`src/rtl/if_prefetch_queue_if.sv`:
```
// Fetch-queue bus bundle: redirect input, instruction-memory request/response,
// and the dequeue side facing the IF/ID register.
//   master : the prefetch queue (drives requests and dequeue outputs)
//   slave  : the environment (memory, ID-stage redirect, IF/ID consumer)
interface if_prefetch_queue_if #(
    parameter int unsigned DATA_WIDTH = 32,
    parameter int unsigned DEPTH      = 4
);
    localparam int unsigned CW = $clog2(DEPTH + 1);

    logic                  redirect_valid;
    logic [DATA_WIDTH-1:0] redirect_pc;
    logic                  imem_req_valid;
    logic [DATA_WIDTH-1:0] imem_req_addr;
    logic                  imem_req_ready;
    logic                  imem_rsp_valid;
    logic [DATA_WIDTH-1:0] imem_rsp_data;
    logic                  deq_ready;
    logic                  deq_valid;
    logic [DATA_WIDTH-1:0] deq_pc;
    logic [DATA_WIDTH-1:0] deq_inst;
    logic [CW-1:0]         count;

    modport master (
        input  redirect_valid, redirect_pc, imem_req_ready, imem_rsp_valid,
               imem_rsp_data, deq_ready,
        output imem_req_valid, imem_req_addr, deq_valid, deq_pc, deq_inst, count
    );

    modport slave (
        output redirect_valid, redirect_pc, imem_req_ready, imem_rsp_valid,
               imem_rsp_data, deq_ready,
        input  imem_req_valid, imem_req_addr, deq_valid, deq_pc, deq_inst, count
    );
endinterface

```
`src/rtl/if_prefetch_queue.sv`:
```
// Instruction prefetch queue ahead of the IF/ID register.
// Issues in-order pipelined reads, buffers returned words with their PCs in a
// DEPTH-entry FIFO and presents one {pc, inst} per cycle. A redirect flushes the
// FIFO and discards responses still in flight for the old path.
// Ports:
//   clk  : clock, rising edge
//   rst  : synchronous active-high reset
//   bus  : if_prefetch_queue_if.master (redirect, imem req/rsp, dequeue, count)
module if_prefetch_queue #(
    parameter int unsigned          DATA_WIDTH = 32,
    parameter int unsigned          DEPTH      = 4,
    parameter logic [DATA_WIDTH-1:0] RESET_PC  = '0
) (
    input  logic clk,
    input  logic rst,
    if_prefetch_queue_if.master bus
);
    localparam int unsigned DW = DATA_WIDTH;
    localparam int unsigned CW = $clog2(DEPTH + 1);
    localparam int unsigned AW = $clog2(DEPTH);
    localparam int unsigned SW = CW + 1;

    typedef enum logic [1:0] {
        S_BOOT  = 2'd0,
        S_FETCH = 2'd1,
        S_DRAIN = 2'd2
    } state_t;

    state_t        state;
    state_t        state_next;
    logic          fetch_en;

    logic [DW-1:0] fetch_pc;
    logic [DW-1:0] rsp_pc;
    logic [CW-1:0] count_q;
    logic [CW-1:0] outstanding;
    logic [CW-1:0] drop_cnt;
    logic [CW-1:0] drop_cnt_next;
    logic [AW-1:0] rd_ptr;
    logic [AW-1:0] wr_ptr;
    logic [DW-1:0] pc_mem   [DEPTH];
    logic [DW-1:0] inst_mem [DEPTH];

    logic          redirect;
    logic          credit;
    logic          req_valid_c;
    logic          accept;
    logic          rsp_take;
    logic          drop;
    logic          enq;
    logic          deq_valid_c;
    logic          pop;

    // Handshake qualifiers
    assign redirect    = bus.redirect_valid;
    // Credit covers both buffered entries and in-flight reads, so an enqueue
    // can never find the FIFO full.
    assign credit      = (SW'(outstanding) + SW'(count_q)) < SW'(DEPTH);
    assign req_valid_c = !rst && fetch_en && !redirect && credit;
    assign accept      = req_valid_c && bus.imem_req_ready;
    // Responses with nothing outstanding are stale (e.g. across reset).
    assign rsp_take    = bus.imem_rsp_valid && (outstanding != '0);
    assign drop        = rsp_take && (drop_cnt != '0);
    assign enq         = rsp_take && (drop_cnt == '0) && !redirect;
    assign deq_valid_c = !rst && (count_q != '0) && !redirect;
    assign pop         = deq_valid_c && bus.deq_ready;

    // A same-cycle response belongs to the old path and is consumed here.
    assign drop_cnt_next = redirect ? (outstanding - CW'(rsp_take))
                                    : (drop_cnt - CW'(drop));

    // State register
    always_ff @(posedge clk) begin
        if (rst) begin
            state <= S_BOOT;
        end else begin
            state <= state_next;
        end
    end

    // Next-state logic
    always_comb begin
        state_next = state;
        unique case (state)
            S_BOOT:  state_next = S_FETCH;
            S_FETCH: if (redirect && (drop_cnt_next != '0)) state_next = S_DRAIN;
            S_DRAIN: if (drop_cnt_next == '0) state_next = S_FETCH;
            default: state_next = S_BOOT;
        endcase
    end

    // State-decoded outputs
    always_comb begin
        fetch_en = 1'b0;
        unique case (state)
            S_FETCH, S_DRAIN: fetch_en = 1'b1;
            default:          fetch_en = 1'b0;
        endcase
    end

    // Fetch/response PCs, counters and FIFO pointers
    always_ff @(posedge clk) begin
        if (rst) begin
            fetch_pc    <= RESET_PC;
            rsp_pc      <= RESET_PC;
            count_q     <= '0;
            outstanding <= '0;
            drop_cnt    <= '0;
            rd_ptr      <= '0;
            wr_ptr      <= '0;
        end else begin
            drop_cnt <= drop_cnt_next;

            unique case ({accept, rsp_take})
                2'b10:   outstanding <= outstanding + CW'(1);
                2'b01:   outstanding <= outstanding - CW'(1);
                default: outstanding <= outstanding;
            endcase

            if (redirect) begin
                fetch_pc <= bus.redirect_pc;
                rsp_pc   <= bus.redirect_pc;
                count_q  <= '0;
                rd_ptr   <= '0;
                wr_ptr   <= '0;
            end else begin
                if (accept) fetch_pc <= fetch_pc + DW'(4);
                if (enq) begin
                    rsp_pc <= rsp_pc + DW'(4);
                    wr_ptr <= wr_ptr + AW'(1);
                end
                if (pop) rd_ptr <= rd_ptr + AW'(1);
                unique case ({enq, pop})
                    2'b10:   count_q <= count_q + CW'(1);
                    2'b01:   count_q <= count_q - CW'(1);
                    default: count_q <= count_q;
                endcase
            end
        end
    end

    // FIFO storage; contents are qualified by count so no reset is needed
    always_ff @(posedge clk) begin
        if (enq) begin
            pc_mem[wr_ptr]   <= rsp_pc;
            inst_mem[wr_ptr] <= bus.imem_rsp_data;
        end
    end

    assign bus.imem_req_valid = req_valid_c;
    assign bus.imem_req_addr  = fetch_pc;
    assign bus.deq_valid      = deq_valid_c;
    assign bus.deq_pc         = pc_mem[rd_ptr];
    assign bus.deq_inst       = inst_mem[rd_ptr];
    assign bus.count          = count_q;
endmodule

```
`src/flat_wrapper.sv`:
```
// flat-port wrapper written by rule: the top's interface ports become plain ports
module if_prefetch_queue_flat 
#(
    parameter int unsigned          DATA_WIDTH = 32,
    parameter int unsigned          DEPTH      = 4,
    parameter logic [DATA_WIDTH-1:0] RESET_PC  = '0
)
  (clk, rst, bus_redirect_valid, bus_redirect_pc, bus_imem_req_ready, bus_imem_rsp_valid, bus_imem_rsp_data, bus_deq_ready, bus_imem_req_valid, bus_imem_req_addr, bus_deq_valid, bus_deq_pc, bus_deq_inst, bus_count);
  if_prefetch_queue_if #(.DATA_WIDTH(DATA_WIDTH), .DEPTH(DEPTH)) bus_i ();
  input  logic clk;
  input  logic rst;
  input wire logic [$bits(bus_i.redirect_valid)-1:0] bus_redirect_valid;
  input wire logic [$bits(bus_i.redirect_pc)-1:0] bus_redirect_pc;
  input wire logic [$bits(bus_i.imem_req_ready)-1:0] bus_imem_req_ready;
  input wire logic [$bits(bus_i.imem_rsp_valid)-1:0] bus_imem_rsp_valid;
  input wire logic [$bits(bus_i.imem_rsp_data)-1:0] bus_imem_rsp_data;
  input wire logic [$bits(bus_i.deq_ready)-1:0] bus_deq_ready;
  output wire logic [$bits(bus_i.imem_req_valid)-1:0] bus_imem_req_valid;
  output wire logic [$bits(bus_i.imem_req_addr)-1:0] bus_imem_req_addr;
  output wire logic [$bits(bus_i.deq_valid)-1:0] bus_deq_valid;
  output wire logic [$bits(bus_i.deq_pc)-1:0] bus_deq_pc;
  output wire logic [$bits(bus_i.deq_inst)-1:0] bus_deq_inst;
  output wire logic [$bits(bus_i.count)-1:0] bus_count;
  assign bus_i.redirect_valid = bus_redirect_valid;
  assign bus_i.redirect_pc = bus_redirect_pc;
  assign bus_i.imem_req_ready = bus_imem_req_ready;
  assign bus_i.imem_rsp_valid = bus_imem_rsp_valid;
  assign bus_i.imem_rsp_data = bus_imem_rsp_data;
  assign bus_i.deq_ready = bus_deq_ready;
  assign bus_imem_req_valid = bus_i.imem_req_valid;
  assign bus_imem_req_addr = bus_i.imem_req_addr;
  assign bus_deq_valid = bus_i.deq_valid;
  assign bus_deq_pc = bus_i.deq_pc;
  assign bus_deq_inst = bus_i.deq_inst;
  assign bus_count = bus_i.count;
  if_prefetch_queue #(.DATA_WIDTH(DATA_WIDTH), .DEPTH(DEPTH), .RESET_PC(RESET_PC)) u_core (.clk(clk), .rst(rst), .bus(bus_i));
endmodule
```
`config.mk`:
```
export PLATFORM = sky130hd
export DESIGN_NAME = if_prefetch_queue_flat
export DESIGN_NICKNAME = d
export VERILOG_FILES = /design/src/rtl/if_prefetch_queue_if.sv /design/src/rtl/if_prefetch_queue.sv /design/src/flat_wrapper.sv
export SDC_FILE = /design/constraint.sdc
export NUM_CORES = 1
export LEC_CHECK = 0
export CAP_MARGIN = 40
export CORE_ASPECT_RATIO = 1.1
export CORE_MARGIN = 8
export CORE_UTILIZATION = 55
export CTS_BUF_LIST = sky130_fd_sc_hd__clkbuf_4 sky130_fd_sc_hd__clkbuf_8
export CTS_CLUSTER_DIAMETER = 50
export DETAILED_ROUTE_END_ITERATION = 10
export DONT_BUFFER_PORTS = 1
export GPL_ROUTABILITY_DRIVEN = 0
export PLACE_DENSITY_LB_ADDON = 0.15
export SETUP_SLACK_MARGIN = 0.5
export SLEW_MARGIN = 10
export SYNTH_ARGS = -nofsm -noshare
export SYNTH_HDL_FRONTEND = slang
export SYNTH_SLANG_ARGS = --single-unit
```
`constraint.sdc`:
```
create_clock -name clk -period 3.4 [get_ports clk]
set_clock_uncertainty 0.1 [all_clocks]
set_input_delay 0.34 -clock clk [delete_from_list [all_inputs] [get_ports clk]]
set_output_delay 0.34 -clock clk [all_outputs]
set_load 0.02 [all_outputs]
```
==> metrics.md, run 1 <==
| Metric | Value |
|---|---|
| Max Cap Violations | 0 |
| Reg2reg path depth | 9 |
| Antenna violations before repair | 0 |
| Top_reg_cell synth | edfxtp_1 |
| Initial Util | 55.29% |
| Most frequent cells in the layout | 256 x edfxtp_1, 78 x dfxtp_1, 71 x dlygate4sd3_1 |
| Worst slew pin tran | 0.8279 ns |
| Total GRT Usage | 19.14% |
| Clk pwr share | 38.3% |
| Die Ht | 182.1 µm |
| Num CTS Buffers | 51 |
| Crit-path cells | dlygate4sd3_1 -> buf_12 -> or2_2 -> nor3b_1 -> ha_1 -> inv_1 -> fa_1 -> xor2_1 -> or3_1 -> a21oi_1 |
| Max incr delay on CP | 0.59 ns |
| FMAX | 347.5 MHz |
| Critical-path top delay cell | dlygate4sd3_1 |
| PortBufs | 0 |
| Required time worst endpoint | 3.78 ns |
| Layout area overhead | 16.24% |
| CP Depth | 10 |
| CTS tree | built |
| Outcome | finished clean |
| P_leak | 5.185 nW |
| Number of flops mapped to enable cells by yosys | 256 |
| Async SR Flop Fraction | 0% |
| Switching power | 1.893 mW |
| Combinational share of power | 5.9% |
| Final #Nets | 1073 |
| Global-route wire length before repair | 45860 µm |
| Peak supply drop | 0.2853 mV |
| Die width | 167.0 µm |
| Switching portion of total power | 22.66% |
| Crit. End Element | flip-flop |
| Antenna cells | 0 |
| Final hold vios | 0 |
| Worst EP arrival | 3.26 ns |
| Worst-path clk slew | 0.06 ns |
| Reg2Reg Setup Slack | 0.65 ns |
| Detailed Route Iter0 Violations | 562 |
| Post-Synthesis Cells | 884 |
| Hpwl dp | 19030 µm |
| Commonest non-fill, non-tap cell in the layout | edfxtp_1 |
| Rows | 61 |
| PwrDens | 520.8 nW/µm² |
| Yosys warning count | 0 |
| Setup violations, final | 0 |
| Top post-synthesis cells by area | edfxtp_1 56%, dfxtp_1 12%, mux4_2 10%, xnor2_1 3.0%, a21boi_0 2.3% |
| Sequential share of power | 55.8% |
| Die ar. | 30420 µm² |
| Final period utilization | 84.64% |
| Worst Hold Class | in2reg |
| I/O pins | 171 |
| Vias in the first global route | 8442 |
| Mapped Nets | 974 |
| Max-Slew Margin vs Limit | 44.38% |
| Unrepaired setup endpoints after global routing | yes |
| Design area | 16040 µm² |
| Post-route ant nets | 0 |
| Remaining DRCs | 0 |
| CP Capture Point | u_core.bus.count[2]$_SDFFE_PP0P_ |
| CP max FO | 49 |
| Clock buffer depth | 3 |
| Sequential element share of the synthesized area | 67.46% |
| Final Max Slew Viols | 0 |
| Largest delay share family, worst path | simple AND/OR/NAND/NOR gates |
| Largest net degree at the start of global routing | 51 |
| Setup crit start kind | input pin |
| Root Buffer | clkbuf_8 |
| Filler cell count | 1789 |
| Crit Reg-Reg Endpoint | u_core.outstanding[2]$_SDFFE_PP0P_ |
| Drt via density | 5.955 |
| Share of the synthesized area in the top cell type | 55.71% |
| Cell taking the most area after synthesis | edfxtp_1 |
| H-tree Lvls | 2 |
| Area of the mapped netlist | 13800 µm² |
| Int Pwr | 6.460 mW |
| Seq cells post-synth | 337 |
| Core footprint | 24960 µm² |
| Gr ovfl total | 0 |
| Layout cells sized above 1 | 19.24% |
| Via count | 7974 |
| Worst skew pair latency | 0.56 ns |
| Clock Sinks | 337 |
| Post-Synthesis Mean Instance Area | 15.61 µm² |
| WS Path Type | in2reg |
| WL final | 29550 µm |
| Drt pass-1 iters | 5 |
| Final Critical Period | 2.878 ns |
| Distinct cells, synth | 53 |
| Post-detailed-route wirelength per cell | 22.07 µm |
| Worst Setup SP | bus_redirect_valid |
| Placed inst area | 14230 µm² |
| R2r startpoint | u_core.outstanding[2]$_SDFFE_PP0P_ |
| Setup TNS | 0 ns |
| WP buf/inv | 3 |
[worst min path at each step]
stage,start,endpoint,cells after the start
6_report,bus_redirect_valid,u_core.bus.imem_req_addr[30]$_SDFFE_PP0P_,2
5_1_grt,bus_redirect_valid,u_core.state[1]$_SDFFE_PP0P_,3
4_1_cts,bus_redirect_valid,u_core.state[1]$_SDFFE_PP0P_,3
3_5_place_dp,rst,u_core.bus.imem_req_addr[1]$_SDFFE_PP0P_,1
3_3_place_gp,rst,u_core.outstanding[2]$_SDFFE_PP0P_,1
2_1_floorplan,bus_imem_rsp_data[0],u_core.inst_mem[0][0]$_DFFE_PP_,0
[cell families after synthesis]
logic type	synth area share, %
AO/OA/AOI/OAI	5.921
XOR/XNOR	3.681
adder cells (fa/ha/maj)	1.922
buffers and inverters	2.892
flip-flops	67.46
multiplexers	10.45
AND/OR/NAND/NOR	7.680
[registers in the layout (all words and copies together), names as in the netlist, named ones only]
register / cells
u_core.outstanding: 3
u_core.bus.imem_req_addr: 32
u_core.state: 2
u_core.inst_mem: 128
u_core.pc_mem: 128
u_core.wr_ptr: 2
u_core.drop_cnt: 3
u_core.bus.count: 3
u_core.rd_ptr: 2
u_core.rsp_pc: 32
[area by class of cell]
cell class | count | area [µm²] | share of cell area [%]
multi-input combinational | 449 | 4119 | 25.68
clock buffer | 74 | 905.9 | 5.647
timing repair buffer | 88 | 991.0 | 6.178
tap | 315 | 394.1 | 2.457
sequential | 337 | 9315 | 58.07
inverter | 56 | 210.2 | 1.310
clock inverter | 20 | 105.1 | 0.6552
[cell usage after synthesis, types with 3 or more instances]
library cell,number
buf_2,10
nor3_1,15
or3_1,5
xnor2_1,47
nor4_1,25
buf_1,3
o31a_1,4
and2_1,8
a21oi_1,40
dfxtp_1,81
a21boi_1,5
a21boi_0,43
and4_1,7
nand3_1,22
nand4_1,12
or2_2,4
o21ai_0,5
ha_1,18
xor2_1,11
o311ai_0,5
inv_1,55
nand4_2,3
and3_1,3
nand2_1,35
nor2_1,32
edfxtp_1,256
mux4_2,64
a31oi_1,3
clkbuf_1,27
a211oi_1,7
[timing repair]
action | in CTS | in global routing
endpoints found under the setup margin | 4 | 17
hold buffers | 73 | 0
gates resized for setup | 2 | 2
endpoints found under the hold margin | 209 | 0
setup buffers | 0 | 1
[routing by layer]
layer / GRT usage (%) / vias to the layer above / routed length [µm]
met5: 0 / - / 0
met4: 7.934 / 0 / 873
met3: 5.229 / 67 / 2268
met2: 31.70 / 335 / 14370
met1: 23.52 / 3964 / 12040
li1: - / 3608 / -
[stage by stage]
step | utilization, % | power, mW | instances | hold slack (ns) | setup slack [ns]
CTS | 64.15 | 8.438 | 1338 | 0.01602 | 0.5384
global route | 64.27 | 8.681 | 1339 | 0.04378 | 0.4293
finish | 64.27 | 8.354 | 1339 | 0.04867 | 0.5222
global placement | 56.57 | 5.100 | 1166 | 0.3162 | 0.5195
floorplan | - | 5.017 | 884 | 0.3389 | 0.6813
detailed placement | 57.04 | 5.127 | 1171 | 0.3193 | 0.4215
[power groups by stage]
stage                     clock network (mW)  registers, mW  logic, mW
after floorplan                            0           4.71      0.307
after global placement                     0           4.74      0.360
after detailed placement                   0           4.75      0.377
after CTS                               3.29           4.66      0.488
after global routing                    3.47           4.68      0.536
final                                   3.20           4.67      0.492
Power figures use the tool's default switching activity.
==> run 2: changes to the inputs <==
==> constraint.sdc (replaced) <==
create_clock -name clk -period 3 [get_ports clk]
set_clock_uncertainty 0.1 [all_clocks]
set_input_delay 0.3 -clock clk [delete_from_list [all_inputs] [get_ports clk]]
set_output_delay 0.3 -clock clk [all_outputs]
set_load 0.02 [all_outputs]
==> run 2 against run 1 <==
Register-to-register slack got worse by 0.07 ns. Critical path depth shrank 2. Sequential power rose by 13%. Cell area is 2.2% higher. Critical path type is now reg2reg.
==> metrics.md, run 2 (synthesis gave the netlist of run 1 again) <==
| Metric | Value |
|---|---|
| Outcome | finished clean |
| Crit-path cells | nor3_1 -> nor3b_4 -> ha_2 -> inv_1 -> fa_1 -> xor2_1 -> or3_1 -> a21oi_1 |
| Remaining DRCs | 0 (unchanged) |
| Layout cells sized above 1 | 20.78% (+1.5 points) |
| Final Max Slew Viols | 0 (unchanged) |
| Largest delay share family, worst path | simple AND/OR/NAND/NOR gates |
| Final hold vios | 0 (unchanged) |
| Global-route wire length before repair | 46940 µm (+2.3%) |
| Final period utilization | 80.65% |
| Die ar. | 30420 µm² (unchanged) |
| WS Path Type | reg2reg |
| Worst-path clk slew | 0.06 ns (about the same) |
| Setup violations, final | 0 (unchanged) |
| CP max FO | 5 (-90%) |
| P_leak | 5.362 nW (+3.4%) |
| PortBufs | 0 (unchanged) |
| Most frequent cells in the layout | 256 x edfxtp_1, 82 x dlygate4sd3_1, 73 x dfxtp_1 |
| Clock Sinks | 337 (unchanged) |
| Num CTS Buffers | 52 (+2.0%) |
| Hold path start | bus_deq_ready |
| Antenna cells | 0 (unchanged) |
| Hold path depth | 3 (+1) |
| Design area | 16390 µm² (+2.2%) |
| Biggest regs | u_core.inst_mem (128), u_core.pc_mem (128) |
| Post-detailed-route wirelength per cell | 22.10 µm (+0.15%) |
| Worst EP arrival | 2.81 ns (-0.45 ns) |
| Hold EP | u_core.rd_ptr[0]$_SDFFE_PP0P_ |
| Final #Nets | 1099 (+2.4%) |
| PwrDens | 603.5 nW/µm² (+16%) |
| Unrepaired setup endpoints after global routing | yes |
| WP buf/inv | 1 (-2) |
| R2r startpoint | u_core.bus.count[0]$_SDFFE_PP0P_ |
| Die Ht | 182.1 µm (unchanged) |
| Post-route ant nets | 0 (unchanged) |
| Total GRT Usage | 19.49% (+0.35 points) |
| Crit Reg-Reg Endpoint | u_core.bus.count[2]$_SDFFE_PP0P_ |
| Reg2reg path depth | 8 (-1) |
| Placed inst area | 14310 µm² (+0.51%) |
| Max incr delay on CP | 0.56 ns (-0.03 ns) |
| Worst Hold Class | in2reg |
| Clock buffer depth | 3 (unchanged) |
| Via count | 8100 (+1.6%) |
| I/O pins | 171 (unchanged) |
| FMAX | 413.3 MHz |
| Crit. End Element | flip-flop |
| Hpwl dp | 18810 µm (-1.1%) |
| Vias in the first global route | 8459 (+0.20%) |
| WL final | 30150 µm (+2.0%) |
| Largest net degree at the start of global routing | 65 (+27%) |
| Critical-path top delay cell | dfxtp_1 |
| Peak supply drop | 0.3108 mV (+8.9%) |
| Layout area overhead | 18.80% |
| Gr ovfl total | 0 (unchanged) |
| CTS tree | built |
| Setup TNS | 0 ns (unchanged) |
| Commonest non-fill, non-tap cell in the layout | edfxtp_1 |
| Worst skew pair latency | 0.56 ns (about the same) |
| Final Critical Period | 2.420 ns |
| Max-Slew Margin vs Limit | 51.53% (+7.1 points) |
| Rows | 61 (unchanged) |
| Antenna violations before repair | 1 (+1) |
| Worst slew pin tran | 0.7226 ns (-0.1053 ns) |
| Detailed Route Iter0 Violations | 532 (-5.3%) |
| Required time worst endpoint | 3.39 ns (-0.39 ns) |
| Die width | 167.0 µm (unchanged) |
| Root Buffer | clkbuf_8 |
| CP Depth | 8 (-2) |
| Initial Util | 55.29% (unchanged) |
| Core footprint | 24960 µm² (unchanged) |
| Drt pass-1 iters | 5 (unchanged) |
| H-tree Lvls | 2 (unchanged) |
| Max Cap Violations | 0 (unchanged) |
| Reg2Reg Setup Slack | 0.58 ns (-0.07 ns) |
| Drt via density | 5.938 (-0.28%) |
| Setup crit start kind | flip-flop |
==> run 2: cell count changes in the layout (fill, tap and decap cells not counted), moves of 5 or more <==
| cell | delta |
|---|---|
| bufinv_16 | +5 |
| buf_4 | +12 |
| dlygate4sd3_1 | +11 |
| clkinv_1 | +7 |
| dfxtp_1 | -5 |
| clkinv_2 | -5 |
==> run 2: final cells by class <==
class	instances	area, µm²
clock buffers	70	863.3
repair buffers	113	1191
multi-input cells	449	4177
well taps	315	394.1
flip-flops and latches	337	9324
fillers	1721	8564
clock inverters	24	234.0
inverters	56	210.2
==> run 2: worst max path at each step <==
stage                                        from                               end  slack, ns
2_1_floorplan                  bus_redirect_valid  u_core.bus.count[2]$_SDFFE_PP0P_       0.51
3_3_place_gp   u_core.outstanding[2]$_SDFFE_PP0P_  u_core.bus.count[2]$_SDFFE_PP0P_       0.43
3_5_place_dp   u_core.outstanding[2]$_SDFFE_PP0P_  u_core.bus.count[2]$_SDFFE_PP0P_       0.29
4_1_cts        u_core.outstanding[2]$_SDFFE_PP0P_  u_core.bus.count[2]$_SDFFE_PP0P_       0.42
5_1_grt                                 flip-flop                     bus_deq_pc[7]       0.47
6_report         u_core.bus.count[0]$_SDFFE_PP0P_  u_core.bus.count[2]$_SDFFE_PP0P_       0.58
==> run 2: through the flow <==
| step | setup WS (ns) | hold slack [ns] | total power, mW | instances | utilization [%] |
|---|---|---|---|---|---|
| after CTS | 0.4207 | 0.008343 | 9.938 | 1356 | 65.19 |
| after global placement | 0.4307 | 0.2773 | 5.794 | 1178 | 57.33 |
| after detailed placement | 0.2890 | 0.2799 | 5.821 | 1178 | 57.33 |
| final | 0.5805 | 0.03536 | 9.893 | 1364 | 65.68 |
| after global routing | 0.4704 | 0.03877 | 10.24 | 1364 | 65.68 |
| after floorplan | 0.5060 | 0.2989 | 5.690 | 884 | - |
==> run 2: tightest hold or removal path, cell delays in order <==
cell	delay, ns
nor3b_4	0.14
xnor2_1	0.14
nor2_1	0.08
==> run 2: power by group <==
part	switching [mW]	internal, mW	total (mW)
combinational	0.326	0.291	0.617
clock	1.69	2.30	3.99
sequential	0.158	5.12	5.28
==> run 2: repair_timing <==
item                       in CTS  in global routing
resized for setup               2                 17
setup endpoints to repair      49                 51
hold buffers                   83                  0
buffers inserted                1                  8
pin swaps                       0                  6
hold endpoints to repair      209                  0
==> run 2: metal layers <==
| metal | GRT usage (%) | wire length [µm] |
|---|---|---|
| met1 | 24.52 | 12290 |
| met2 | 32.55 | 14710 |
| met3 | 5.337 | 2471 |
| met4 | 6.058 | 660 |
| met5 | 0 | 15 |
